==> src/rtl/btn_debounce_repeat_if.sv <==
// Button conditioner bundle: async tick/button inputs in, debounced levels, press pulses and sample strobe out.
interface btn_debounce_repeat_if #(
    parameter int NUM_BTN = 4
);
    logic               tick_in;
    logic [NUM_BTN-1:0] btn_raw;
    logic [NUM_BTN-1:0] btn_level;
    logic [NUM_BTN-1:0] press_pulse;
    logic               sample_tick;

    modport master (
        output tick_in,
        output btn_raw,
        input  btn_level,
        input  press_pulse,
        input  sample_tick
    );

    modport slave (
        input  tick_in,
        input  btn_raw,
        output btn_level,
        output press_pulse,
        output sample_tick
    );
endinterface

==> src/rtl/btn_debounce_repeat.sv <==
// Debounces NUM_BTN raw buttons on a strobe derived from the 20 Hz divided clock and emits press pulses.
// Auto-repeat while held is built only when BTN_AUTOREPEAT_EN is defined; otherwise one pulse per press.
module btn_debounce_repeat #(
    parameter int NUM_BTN        = 4,
    parameter int STABLE_SAMPLES = 2,
    parameter int REPEAT_DELAY   = 10,
    parameter int REPEAT_PERIOD  = 4
) (
    input  logic                 clk,
    input  logic                 rst_n,
    btn_debounce_repeat_if.slave bus
);
    localparam logic [3:0] STABLE_C = 4'(STABLE_SAMPLES);

`ifdef BTN_AUTOREPEAT_EN
    typedef enum logic [1:0] {IDLE, HELD, REPEAT} state_t;
    localparam logic [7:0] DELAY_C  = 8'(REPEAT_DELAY);
    localparam logic [7:0] PERIOD_C = 8'(REPEAT_PERIOD);
    logic [NUM_BTN-1:0][7:0] hc_q, hc_d;
`else
    typedef enum logic {IDLE, HELD} state_t;
    logic unused_repeat_cfg;
    assign unused_repeat_cfg = ^{8'(REPEAT_DELAY), 8'(REPEAT_PERIOD)};
`endif

    logic                    tick_p0, tick_p1, tick_p2, smp_vld_p3;
    logic [NUM_BTN-1:0]      btn_p0, btn_p1;
    logic [NUM_BTN-1:0][3:0] cnt_q, cnt_d;
    logic [NUM_BTN-1:0]      level_q, rise_flip, fall_flip;
    logic [NUM_BTN-1:0]      pulse_q, pulse_d;
    state_t [NUM_BTN-1:0]    state_q, state_d;

    // Stages p0..p3: synchronise the tick and buttons, register the rising-edge strobe
    always_ff @(posedge clk or negedge rst_n) begin
        if (!rst_n) begin
            tick_p0    <= 1'b0;
            tick_p1    <= 1'b0;
            tick_p2    <= 1'b0;
            smp_vld_p3 <= 1'b0;
            btn_p0     <= '0;
            btn_p1     <= '0;
        end else begin
            tick_p0    <= bus.tick_in;
            tick_p1    <= tick_p0;
            tick_p2    <= tick_p1;
            smp_vld_p3 <= tick_p1 & ~tick_p2;
            btn_p0     <= bus.btn_raw;
            btn_p1     <= btn_p0;
        end
    end

    // Stage p3 -> p4: debounce decision on the sample taken in the strobe cycle
    always_comb begin
        cnt_d     = cnt_q;
        rise_flip = '0;
        fall_flip = '0;
        if (smp_vld_p3) begin
            for (int i = 0; i < NUM_BTN; i++) begin
                if (btn_p1[i] == level_q[i]) begin
                    cnt_d[i] = '0;
                end else if (cnt_q[i] + 4'd1 == STABLE_C) begin
                    cnt_d[i]     = '0;
                    rise_flip[i] = ~level_q[i];
                    fall_flip[i] = level_q[i];
                end else begin
                    cnt_d[i] = cnt_q[i] + 4'd1;
                end
            end
        end
    end

    always_ff @(posedge clk or negedge rst_n) begin
        if (!rst_n) begin
            for (int i = 0; i < NUM_BTN; i++) state_q[i] <= IDLE;
            cnt_q   <= '0;
            level_q <= '0;
            pulse_q <= '0;
`ifdef BTN_AUTOREPEAT_EN
            hc_q    <= '0;
`endif
        end else begin
            state_q <= state_d;
            cnt_q   <= cnt_d;
            level_q <= level_q ^ (rise_flip | fall_flip);
            pulse_q <= pulse_d;
`ifdef BTN_AUTOREPEAT_EN
            hc_q    <= hc_d;
`endif
        end
    end

`ifdef BTN_AUTOREPEAT_EN
    // A release flip takes priority over a repeat falling due on the same tick
    always_comb begin
        state_d = state_q;
        hc_d    = hc_q;
        for (int i = 0; i < NUM_BTN; i++) begin
            case (state_q[i])
                IDLE: begin
                    if (rise_flip[i]) begin
                        state_d[i] = HELD;
                        hc_d[i]    = '0;
                    end
                end
                HELD: begin
                    if (fall_flip[i]) begin
                        state_d[i] = IDLE;
                        hc_d[i]    = '0;
                    end else if (smp_vld_p3) begin
                        if (hc_q[i] + 8'd1 == DELAY_C) begin
                            state_d[i] = REPEAT;
                            hc_d[i]    = '0;
                        end else begin
                            hc_d[i] = hc_q[i] + 8'd1;
                        end
                    end
                end
                REPEAT: begin
                    if (fall_flip[i]) begin
                        state_d[i] = IDLE;
                        hc_d[i]    = '0;
                    end else if (smp_vld_p3) begin
                        if (hc_q[i] + 8'd1 == PERIOD_C) hc_d[i] = '0;
                        else                            hc_d[i] = hc_q[i] + 8'd1;
                    end
                end
                default: begin
                    state_d[i] = IDLE;
                    hc_d[i]    = '0;
                end
            endcase
        end
    end

    always_comb begin
        pulse_d = '0;
        for (int i = 0; i < NUM_BTN; i++) begin
            case (state_q[i])
                IDLE:    pulse_d[i] = rise_flip[i];
                HELD:    pulse_d[i] = smp_vld_p3 & ~fall_flip[i] & (hc_q[i] + 8'd1 == DELAY_C);
                REPEAT:  pulse_d[i] = smp_vld_p3 & ~fall_flip[i] & (hc_q[i] + 8'd1 == PERIOD_C);
                default: pulse_d[i] = 1'b0;
            endcase
        end
    end
`else
    // Without auto-repeat HELD simply waits for the release flip
    always_comb begin
        state_d = state_q;
        for (int i = 0; i < NUM_BTN; i++) begin
            if (state_q[i] == IDLE) begin
                if (rise_flip[i]) state_d[i] = HELD;
            end else begin
                if (fall_flip[i]) state_d[i] = IDLE;
            end
        end
    end

    always_comb begin
        pulse_d = '0;
        for (int i = 0; i < NUM_BTN; i++) begin
            pulse_d[i] = (state_q[i] == IDLE) & rise_flip[i];
        end
    end
`endif

    assign bus.btn_level   = level_q;
    assign bus.press_pulse = pulse_q;
    assign bus.sample_tick = smp_vld_p3;
endmodule
==> src/flat_wrapper.sv <==
// flat-port wrapper written by rule: the top's interface ports become plain ports
module btn_debounce_repeat_flat 
#(
    parameter int NUM_BTN        = 4,
    parameter int STABLE_SAMPLES = 2,
    parameter int REPEAT_DELAY   = 10,
    parameter int REPEAT_PERIOD  = 4
)
  (clk, rst_n, bus_tick_in, bus_btn_raw, bus_btn_level, bus_press_pulse, bus_sample_tick);
  btn_debounce_repeat_if #(.NUM_BTN(NUM_BTN)) bus_i ();
  input  logic clk;
  input  logic rst_n;
  input wire logic [$bits(bus_i.tick_in)-1:0] bus_tick_in;
  input wire logic [$bits(bus_i.btn_raw)-1:0] bus_btn_raw;
  output wire logic [$bits(bus_i.btn_level)-1:0] bus_btn_level;
  output wire logic [$bits(bus_i.press_pulse)-1:0] bus_press_pulse;
  output wire logic [$bits(bus_i.sample_tick)-1:0] bus_sample_tick;
  assign bus_i.tick_in = bus_tick_in;
  assign bus_i.btn_raw = bus_btn_raw;
  assign bus_btn_level = bus_i.btn_level;
  assign bus_press_pulse = bus_i.press_pulse;
  assign bus_sample_tick = bus_i.sample_tick;
  btn_debounce_repeat #(.NUM_BTN(NUM_BTN), .STABLE_SAMPLES(STABLE_SAMPLES), .REPEAT_DELAY(REPEAT_DELAY), .REPEAT_PERIOD(REPEAT_PERIOD)) u_core (.clk(clk), .rst_n(rst_n), .bus(bus_i));
endmodule
==> config.mk <==
export PLATFORM = sky130hd
export DESIGN_NAME = btn_debounce_repeat_flat
export DESIGN_NICKNAME = d
export VERILOG_FILES = /design/src/rtl/btn_debounce_repeat_if.sv /design/src/rtl/btn_debounce_repeat.sv /design/src/flat_wrapper.sv
export SDC_FILE = /design/constraint.sdc
export NUM_CORES = 1
export LEC_CHECK = 0
export ABC_AREA = 1
export BUFFER_PORTS_ARGS = -buffer_cell sky130_fd_sc_hd__buf_2
export CAP_MARGIN = 20
export CORE_ASPECT_RATIO = 1.1
export CORE_MARGIN = 2
export CORE_UTILIZATION = 30
export CTS_BUF_LIST = sky130_fd_sc_hd__clkbuf_16
export CTS_CLUSTER_DIAMETER = 100
export DETAILED_ROUTE_END_ITERATION = 7
export HOLD_SLACK_MARGIN = 0.08
export PLACE_DENSITY_LB_ADDON = 0.1
export SKIP_CTS_REPAIR_TIMING = 1
export SLEW_MARGIN = 25
export SYNTH_ARGS = -nofsm -noshare
export SYNTH_HDL_FRONTEND = slang
export SYNTH_SLANG_ARGS = --single-unit
==> constraint.sdc <==
create_clock -name clk -period 1.65 [get_ports clk]
set_input_delay 0.165 -clock clk [delete_from_list [all_inputs] [get_ports clk]]
set_output_delay 0.165 -clock clk [all_outputs]
set_load 0.02 [all_outputs]
Yosys cells after proc, flatten, opt, wreduce, memory -nomap -nowiden
Cells that the tools add are included.

word-level totals
  bits in read-only memories = 0
  memories kept = 0
  logic and storage cells = 82
  bits in latches = 0
  RAM bits = 0
  flip-flop bits (word level) = 40
  output and inout bits = 9
  bits of input ports = 7

cells by class
  multipliers = 0
  reductions and logical operators = 0
  $lt $le $gt $ge = 0
  mux-type cells = 38
  shifts and indexed selects = 0
  bitwise logic cells = 16
  add/subtract/negate cells = 4
  equality and inequality tests = 8
  div/mod/pow operators = 0

operator list
  kind                                                             count
  4-bit 2-to-1 mux                                                 10
  1-bit 2-to-1 mux                                                 28
  4-bit by 1-bit adder with 4-bit output, second input constant    4
  4-bit by 2-bit == test with 1-bit output, second input constant  4
  1-bit NOT                                                        9
  1-bit AND                                                        5
  1-bit == test                                                    4
  4-bit bitwise OR                                                 1
  4-bit XOR                                                        1

Logic depth before layout (Yosys ltp)
Gate-level depths: netlist of the first run.

  word-level depth = 7
  mapped depth = 8
  mapped depth without buffers = 8

Worst setup path after synthesis of the first run
OpenSTA, ideal clock, no wires.

  path type = register to register
  start point = register u_core.cnt_q[12] (netlist name)
  end point = register u_core.level_q[3], in the netlist u_core.bus.btn_level[3]
  arrival = 1.125 ns
  cell stages (with the launch flop) = 8
  slack = 0.408 ns
  path buffers = 0
  required time = 1.533 ns
  period minus slack after synthesis = 1.242 ns
  library setup time = 0.117 ns
  cell sequence = dfrtp_1 > ha_1 > nand2_1 > nand2_1 > nor2_1 > nand3_1 > nand2_1 > nand2_1

between the ends
  word-level cells in the longest chain between the ends = 7
  elaborated cells on any way between the ends = 10
  classes of those cells = add/sub: 1; eq/ne: 1; mux: 6; bitwise: 2

ends and longest elaborated chain
  what                                        RTL line                   RTL
  start: declaration                          btn_debounce_repeat.sv:28  logic [NUM_BTN-1:0][3:0] cnt_q, cnt_d;
  start signal: assignment                    btn_debounce_repeat.sv:83  cnt_q <= cnt_d;
  4-bit by 1-bit adder with 4-bit output *    btn_debounce_repeat.sv:61  end else if (cnt_q[i] + 4'd1 == STABLE_C) begin
  4-bit by 2-bit == test with 1-bit output *  btn_debounce_repeat.sv:61
  1-bit 2-to-1 mux                            btn_debounce_repeat.sv:61
  1-bit 2-to-1 mux                            btn_debounce_repeat.sv:59  if (btn_p1[i] == level_q[i]) begin
  4-bit 2-to-1 mux                            btn_debounce_repeat.sv:57  if (smp_vld_p3) begin
  4-bit bitwise OR *                          btn_debounce_repeat.sv:84  level_q <= level_q ^ (rise_flip | fall_flip);
  4-bit XOR *                                 btn_debounce_repeat.sv:84
  end signal: assignment                      btn_debounce_repeat.sv:84
  end: declaration                            btn_debounce_repeat.sv:29  logic [NUM_BTN-1:0] level_q, rise_flip, fall_flip;

Mark *: on every way between the ends. The rest lies on a longest branch, timed or not.
A chain may end at the register's enable or synchronous reset.

==> results of run 1 <==
-- state kept, by name, summed over array words and instances, names as in the netlist --
name,flops
u_core.btn_p0,4
u_core.btn_p1,4
u_core.bus.btn_level,4
u_core.bus.press_pulse,4
u_core.bus.sample_tick,1
u_core.cnt_q,16
u_core.state_q,4
u_core.tick_p0,1
u_core.tick_p1,1
u_core.tick_p2,1
-- logic make-up after synthesis --
kind of cell    synth area share [%]
compound gates                  3.90
simple gates                    26.2
flops                           53.8
fa+ha+maj                       5.38
buf+inv                         10.8
-- worst register-to-register path, cell delays in order (launching register included) --
cell     delay, ps
dfrtp_1        450
ha_1           240
nand2_1         60
nand2_1         70
nor2_1         210
nand3_1        140
nand2_1         80
nand2_1         40
-- where the power goes --
group          internal (mW)  total (mW)  switching, mW
clock network          0.549       0.912          0.363
registers               1.21        1.44          0.230
logic                  0.306       0.824          0.517
total                   2.06        3.17           1.11
-- cells in the final DEF (no fill, tap or decap), types with 3 or more instances in the layout --
master	count
buf_4	4
nor2_2	3
dlygate4sd3_1	6
nand2_1	62
buf_2	15
clkbuf_16	5
inv_1	48
nand4_1	9
nor2_1	10
o21ai_0	5
o22ai_1	4
dfrtp_1	40
ha_1	8
nand3_1	19
-- metal layers --
layer  vias to the layer above  routed length [µm]  global-route usage, %
met1                       646                1540                   13.1
li1                        724                   -                      -
met2                        19                1500                   18.3
met5                         -                   0                      0
met4                         0                  54                   4.23
met3                         6                 117                   3.13
-- final timing paths --
path / from / end / cells past startpoint
hold reg to reg: u_core.btn_p0[2] / u_core.btn_p1[2] / 0
setup / recovery: u_core.cnt_q[12] / u_core.state_q[3] / 7
setup reg to reg: u_core.cnt_q[12] / u_core.state_q[3] / 7
min in group asynchronous: rst_n / u_core.tick_p0 / 2
max in group asynchronous: rst_n / u_core.bus.press_pulse[3] / 3
hold / removal: u_core.btn_p0[2] / u_core.btn_p1[2] / 0
-- through the flow --
step                cell area, µm²  power (mW)
floorplan                     1860        2.05
global placement              2050        2.28
global route                  2250        3.46
finish                        2250        3.17
CTS                           2190        3.22
detailed placement            2050        2.29
-- layout make-up --
cell class                 count  area [µm²]  share of cell area [%]
inverter                      49         184                    8.17
timing repair buffer          25         165                    7.34
multi-input combinational    127         661                    29.3
tap                           80         100                    4.45
clock buffer                   5         125                    5.56
sequential                    40        1000                    44.5
clock inverter                 3        15.0                   0.667
-- synthesized netlist by cell type, types with 2 or more instances --
library cell / n / share of area (%)
nand4_1: 9 / 3.0
ha_1: 8 / 5.4
nand3_1: 19 / 5.1
nand2_1: 62 / 12
nor2_1: 10 / 2.0
nand2_2: 2 / 0.67
o22ai_1: 4 / 1.3
inv_1: 47 / 9.5
dfrtp_1: 40 / 54
o21ai_0: 5 / 1.3
nor2_2: 3 / 1.0
inv_2: 2 / 0.40
o21ai_2: 2 / 0.94
nand3_4: 2 / 1.9
==> results.toml, run 1 <==
[yosys]
syn_area_um2 = 1860
synth_fp_nets = 233
yosysSeqAreaShare_pct = 53.8
yosysWarningCount = 0
syn_avg_cell_area_um2 = 8.54
ys_seq_elements = 40
synthCells = 218
synth_edf_count = 0
async_flop_share_pct = 100
yosysUniqueCellTypes = 17
ys.flop_type = "dfrtp_1"

[timing]
worst_hold_slack_ps = 346
fin_crit_ps = 1400
slew_violations = 0
setup_violations = 0
worstMarginPinSlew_ps = 543
fin_ws_ps = 254
fin_crit_sh_pct = 84.6
fmax_mhz = 716
max-slew-margin-rel_pct = 63.8
skew_ps = 3.73
hold_violations = 0
totalNegativeSetupSlack_ps = 0
rsz0062_at_grt = "false"

[die]
core_area_um2 = 6080
chipHeight_um = 86.6
dieArea_um2 = 6850
pin_count = 16
num_rows = 30
die_w_um = 79.1
start_util_pct = 30.6

[cts]
cts.sinks = 40
root_buffer = "clkbuf_16"
cts_buffers = 5
clk_path_buf_depth = 2
clkTransAtPathRegs_ps = 60
h-tree-depth = 2
clock_latency_ps = 280
cts_tree = "yes"

[cells_and_area]
drive_above_1_share_pct = 14.5
nFillCells = 642
syn2layout_area_growth_pct = 20.9
antenna_cells = 0
utilization_pct = 37.0
fin_cells = 329
finalNetCount = 263

[setup_path]
required_ps = 1820
cp_slowest_stage_delay_ps = 450
cp-end-kind = "flip-flop"
critPathTopFamily = "simple AND/OR/NAND/NOR gates"
start_kind = "flip-flop"
path_cells = "ha_1 > nand2_1 > nand2_1 > nor2_1 > nand3_1 > nand2_1 > nand2_1"
cpMostUsedCell = "nand2_1"
cp_max_fo = 6
path_class = "reg -> reg"
arrival_ps = 1560
rrSetupSlack_ps = 250
worst-path-buf-inv = 0
cp_slowest_cell = "dfrtp_1"

[drt]
drc = 0
antenna_left = 0
dr.pass1.iters = 4
vias_per_cell = 4.24
routed_wl_mm = 3.20
drt_iter0_markers = 49
wl_per_cell_um = 9.73
vias = 1395

[placement]
placedCellCount = 315
gp_congestion = 0.705
pre_cts_ws_ps = 241
place_hpwl_mm = 2.38
io_buffers = 15

[pwr]
ir_worst_vdd_mv = 0.702
powerDensity_nw_per_um2 = 1410
p_leak_nw = 1.23

[global_route]
grt_pass1_wl_mm = 5.82
track_usage_pct = 10.9
antenna_found_initial = 0
grt_overflow_total = 0
grt_start_max_net_pins = 26
first_global_vias = 1313

[job]
maxCapViolCount = 0

[status]
outcome = "complete, no violations"

[min_path]
hold_path_class = "reg -> reg"
(Power assumes the default switching activity.)
==> run 2: changes to the inputs <==
==> constraint.sdc (replaced) <==
create_clock -name clk -period 1.3 [get_ports clk]
set_input_delay 0.13 -clock clk [delete_from_list [all_inputs] [get_ports clk]]
set_output_delay 0.13 -clock clk [all_outputs]
set_load 0.02 [all_outputs]
==> results.toml, run 2 (same netlist as run 1, synthesis figures left out) <==
[setup_path]
path_cells = "buf_4 > inv_2 > ha_2 > inv_1 > nor2_4 > nand3_2 > nand2_1 > nand2_1"
arrival_ps = 1410
required_ps = 1470
cp_slowest_cell = "dfrtp_1"
cpMostUsedCell = "nand2_1"
r2r.worst_path.cells = 8
cp_slowest_stage_delay_ps = 410
path_class = "reg -> reg"
cp-end-kind = "flip-flop"
rrSetupSlack_ps = 50
cp_max_fo = 4
start_kind = "flip-flop"
worstReg2RegEnd = "u_core.state_q[3]"
timing.rr.start = "u_core.cnt_q[13]"

[timing]
hold_violations = 0
max-slew-margin-rel_pct = 76.9
fin_crit_sh_pct = 95.9
slew_violations = 0
skew_ps = 6.83
fmax_mhz = 802
setup_violations = 0
worst_hold_slack_ps = 292
worstMarginPinSlew_ps = 347
fin_crit_ps = 1250
rsz0062_at_grt = "true"

[global_route]
grt_overflow_total = 0
grt_start_max_net_pins = 28
first_global_vias = 1328
track_usage_pct = 10.7
antenna_found_initial = 0
grt_pass1_wl_mm = 5.73

[cts]
cts.sinks = 40
cts_tree = "yes"
clk_path_buf_depth = 2
root_buffer = "clkbuf_16"
h-tree-depth = 2
clkTransAtPathRegs_ps = 60
clock_latency_ps = 280
cts_buffers = 5

[die]
pin_count = 16
start_util_pct = 30.6
core_area_um2 = 6080
chipHeight_um = 86.6
num_rows = 30
die_w_um = 79.1
dieArea_um2 = 6850

[placement]
placedCellCount = 317
place_hpwl_mm = 2.25
io_buffers = 15
gp_congestion = 0.752

[drt]
dr.pass1.iters = 4
vias_per_cell = 4.27
antenna_left = 0
wl_per_cell_um = 9.92
drc = 0
vias = 1421
routed_wl_mm = 3.30
drt_iter0_markers = 50

[cells_and_area]
fin_cells = 333
largest-register = "u_core.cnt_q"
final_common_cell = "nand2_1"
finalNetCount = 268
largest_reg_flops = 16
final_cell_mix = "nand2_1 (48), inv_1 (43), dfrtp_1 (40)"
drive_above_1_share_pct = 26.9
nFillCells = 644
syn2layout_area_growth_pct = 28.7
antenna_cells = 0

[pwr]
ir_worst_vdd_mv = 0.690
powerDensity_nw_per_um2 = 1810
p_leak_nw = 1.26
total_power_mw = 4.34

[job]
maxCapViolCount = 0

[min_path]
hold_path_class = "in -> async"

[status]
outcome = "complete, no violations"
## run 2: cell count changes in the layout (fill, tap and decap cells not counted), sizes merged
cell,before,now
buf,19,24
clkinvlp,1,0
clkinv,1,2
inv,50,49
## run 2: final cells by class
class	count	area, µm²	area share [%]
well taps	80	100	4.18
clock buffers	5	125	5.22
flip-flops and latches	40	1000	41.8
multi-input cells	127	751	31.3
repair buffers	30	228	9.50
inverters	49	184	7.68
clock inverters	2	7.51	0.313
## run 2: report_power, final
part | internal, mW | leakage (nW) | total (mW) | switching, mW
clock | 0.686 | 0.0648 | 1.13 | 0.441
combinational | 0.574 | 0.684 | 1.45 | 0.876
sequential | 1.54 | 0.512 | 1.76 | 0.225
total | 2.80 | 1.26 | 4.34 | 1.54
## run 2: worst max path at each step
| stage | startpoint | endpoint | slack, ps | depth (start not counted) |
|---|---|---|---|---|
| 5_1_grt | u_core.cnt_q[5] | u_core.state_q[1] | -50 | 8 |
| 2_1_floorplan | u_core.cnt_q[12] | u_core.bus.btn_level[3] | 60 | 7 |
| 6_report | u_core.cnt_q[13] | u_core.state_q[3] | 50 | 8 |
| 3_5_place_dp | u_core.cnt_q[13] | u_core.cnt_q[13] | -6 | 7 |
| 4_1_cts | u_core.cnt_q[13] | u_core.cnt_q[13] | -8 | 7 |
| 3_3_place_gp | u_core.cnt_q[1] | u_core.state_q[0] | 2 | 7 |
## run 2: through the flow
step	setup slack, ps	util, %	cell area (µm²)	setup TNS, ps
2_1_floorplan	58.0	-	1860	0
3_3_place_gp	1.94	34.4	2090	0
3_5_place_dp	-5.85	34.4	2090	-5.91
4_1_cts	-8.32	36.6	2220	-22.8
5_1_grt	-46.7	39.4	2400	-214
6_report	53.7	39.4	2400	0
## run 2: layer usage
layer | vias up | share of wire [%] | GRT usage (%)
li1 | 735 | - | -
met1 | 666 | 46 | 12.8
met2 | 14 | 49 | 18.0
met3 | 6 | 2.9 | 2.50
met4 | 0 | 2.2 | 5.64
met5 | - | 0 | 0
## run 2: critical path: cells and delay by family, from the launching register on
kind          cells  cell delay, ps
flops             1             410
fa+ha+maj         1             140
simple gates      4             340
buf+inv           3             250
==> run 3: changes to the inputs <==
--- a/config.mk
+++ b/config.mk
@@ -5,14 +5,13 @@
 export SDC_FILE = /design/constraint.sdc
 export NUM_CORES = 1
 export LEC_CHECK = 0
-export ABC_AREA = 1
 export BUFFER_PORTS_ARGS = -buffer_cell sky130_fd_sc_hd__buf_2
 export CAP_MARGIN = 20
 export CORE_ASPECT_RATIO = 1.1
 export CORE_MARGIN = 2
 export CORE_UTILIZATION = 30
 export CTS_BUF_LIST = sky130_fd_sc_hd__clkbuf_16
-export CTS_CLUSTER_DIAMETER = 100
+export CTS_CLUSTER_DIAMETER = 120
 export DETAILED_ROUTE_END_ITERATION = 7
 export HOLD_SLACK_MARGIN = 0.08
 export PLACE_DENSITY_LB_ADDON = 0.1
==> results.toml, run 3 <==
[cts]
cts_tree = "yes"
root_buffer = "clkbuf_16"
h-tree-depth = 2
clk_path_buf_depth = 2
clock_latency_ps = 280
cts.sinks = 40
cts_buffers = 5
clkTransAtPathRegs_ps = 60

[yosys]
synthCells = 174
synth_edf_count = 0
ys_seq_elements = 40
ys.flop_type = "dfrtp_1"
yosysSeqAreaShare_pct = 53.7
async_flop_share_pct = 100
synth.top_cell.area_share_pct = 53.7
yosysUniqueCellTypes = 36
yosysWarningCount = 0
synth_common_cells = "dfrtp_1 (40), nand2_1 (17), inv_1 (14), o21ai_0 (13), nand3_1 (9)"
netlist_top_cells_area = "dfrtp_1 (54%), ha_1 (5.4%), o21ai_0 (3.5%)"
synth_top_area_cell = "dfrtp_1"
synth_fp_nets = 189
syn_area_um2 = 1870
yosysMostFrequentCell = "dfrtp_1"
syn_avg_cell_area_um2 = 10.7

[pwr]
powerDensity_nw_per_um2 = 1930
p_leak_nw = 1.25
ir_worst_vdd_mv = 0.931
total_power_mw = 5.51

[die]
core_area_um2 = 6080
chipHeight_um = 86.7
dieArea_um2 = 6870
die_w_um = 79.2
start_util_pct = 30.7
pin_count = 16
num_rows = 30

[cells_and_area]
finalNetCount = 251
drive_above_1_share_pct = 46.0
antenna_cells = 0
nFillCells = 561
largest-register = "u_core.cnt_q"
largest_reg_flops = 16
final_common_cell = "dfrtp_1"
syn2layout_area_growth_pct = 52.6
final_cell_mix = "dfrtp_1 (34), buf_4 (31), nand2_1 (15), buf_2 (15), inv_1 (11)"
fin_cells = 317

[global_route]
grt_overflow_total = 0
first_global_vias = 1530
grt_pass1_wl_mm = 6.74
antenna_found_initial = 0
grt_start_max_net_pins = 15
track_usage_pct = 12.7

[placement]
gp_congestion = 0.801
io_buffers = 15
pre_cts_ws_ps = -365
placedCellCount = 297
place_hpwl_mm = 2.88

[timing]
hold_violations = 0
max-slew-margin-rel_pct = 76.6
fmax_mhz = 629
fin_crit_ps = 1590
fin_crit_sh_pct = 122
slew_violations = 0
skew_ps = 2.85
setup_violations = 20
worstMarginPinSlew_ps = 351
fin_ws_ps = -291
rsz0062_at_grt = "true"

[drt]
wl_met3_um = 85
drc = 0
vias_per_cell = 4.74
wl_met2_mm = 2.14
wl_per_cell_um = 12.9
routed_wl_mm = 4.09
wl_met1_mm = 1.79
highest_layer = "met4"
drt_iter0_markers = 30
vias = 1503
dr.pass1.iters = 4
antenna_left = 0

[status]
outcome = "finished, violations left"
violations = "negative setup slack"

[min_path]
hold_path_class = "in -> async"

[setup_path]
start_kind = "flip-flop"
cp_max_fo = 4
timing.rr.start = "u_core.cnt_q[4]"
cp_slowest_cell = "dfrtp_2"
cp-end-kind = "flip-flop"
crit_start = "u_core.cnt_q[4]"
worst-path-buf-inv = 1
required_ps = 1470
path_cells = "buf_4 > a21bo_2 > a31oi_4 > nand2b_4 > mux2_4"
path_class = "reg -> reg"
cp_slowest_stage_delay_ps = 450
arrival_ps = 1760
critPathTopFamily = "flip-flops"

[job]
maxCapViolCount = 0
[run 3: cell count changes after synthesis, sizes merged, moves of 8 or more]
| cell | before | now |
|---|---|---|
| nand4 | 9 | 0 |
| nand2 | 64 | 17 |
| nand3 | 21 | 9 |
| nand2b | 0 | 8 |
| inv | 49 | 14 |
| nor2 | 13 | 3 |
[run 3: per-layer routing]
metal  vias up  global-route usage [%]
met5         -                       0
met2        17                    21.7
met3         5                    2.50
met1       746                    15.1
met4         0                    6.27
li1        735                       -
[run 3: per-stage QoR]
step / hold WS, ps / TNS (ps) / area, µm² / util (%)
after global placement: 48.3 / -3120 / 2370 / 39.0
after floorplan: -166 / -1240 / 1960 / -
after detailed placement: 48.8 / -4080 / 2370 / 39.0
final: 272 / -3080 / 2850 / 46.8
after global routing: 298 / -4290 / 2850 / 46.8
after CTS: -254 / -4460 / 2540 / 41.7
[run 3: cell type report]
type / count / area, µm² / area share [%]
Multi-Input combinational cell: 116 / 1070 / 37.5
Sequential cell: 40 / 1010 / 35.4
Timing Repair Buffer: 59 / 455 / 16.0
Clock buffer: 5 / 125 / 4.39
Tap cell: 80 / 100 / 3.51
Inverter: 14 / 52.6 / 1.85
Clock inverter: 3 / 37.5 / 1.32
[run 3: cells by family (layout without fill, tap and decap cells)]
logic type / count (synthesis) / after routing / share of synthesized area [%]
compound gates: 39 / 39 / 14.5
xor+xnor: 5 / 5 / 2.35
fa+ha+maj: 8 / 8 / 5.37
buf+inv: 18 / 81 / 3.69
flops: 40 / 40 / 53.7
mux: 7 / 7 / 4.23
simple gates: 57 / 57 / 16.2
[run 3: path summary, 6_finish.rpt]
kind | slack, ps | depth (start not counted) | to
min reg2reg | 350 | 0 | u_core.btn_p1[2]
max in group asynchronous | 590 | 3 | u_core.bus.btn_level[3]
max reg2reg | -290 | 5 | u_core.bus.btn_level[1]
min | 270 | 2 | u_core.cnt_q[10]
min in group clk | 350 | 0 | u_core.btn_p1[2]
max | -290 | 5 | u_core.bus.btn_level[1]
[run 3: worst reg2reg max path, stage by stage, from the launching register on]
cell	delay, ps
dfrtp_2	450
buf_4	160
a21bo_2	220
a31oi_4	190
nand2b_4	170
mux2_4	290
[run 3: power by group]
group          leakage [nW]  internal (mW)  switching [mW]  total [mW]
Combinational         0.681           1.25            1.03        2.27
Sequential            0.487           1.50           0.352        1.86
Clock                0.0789          0.892           0.490        1.38
Total                  1.25           3.64            1.87        5.51
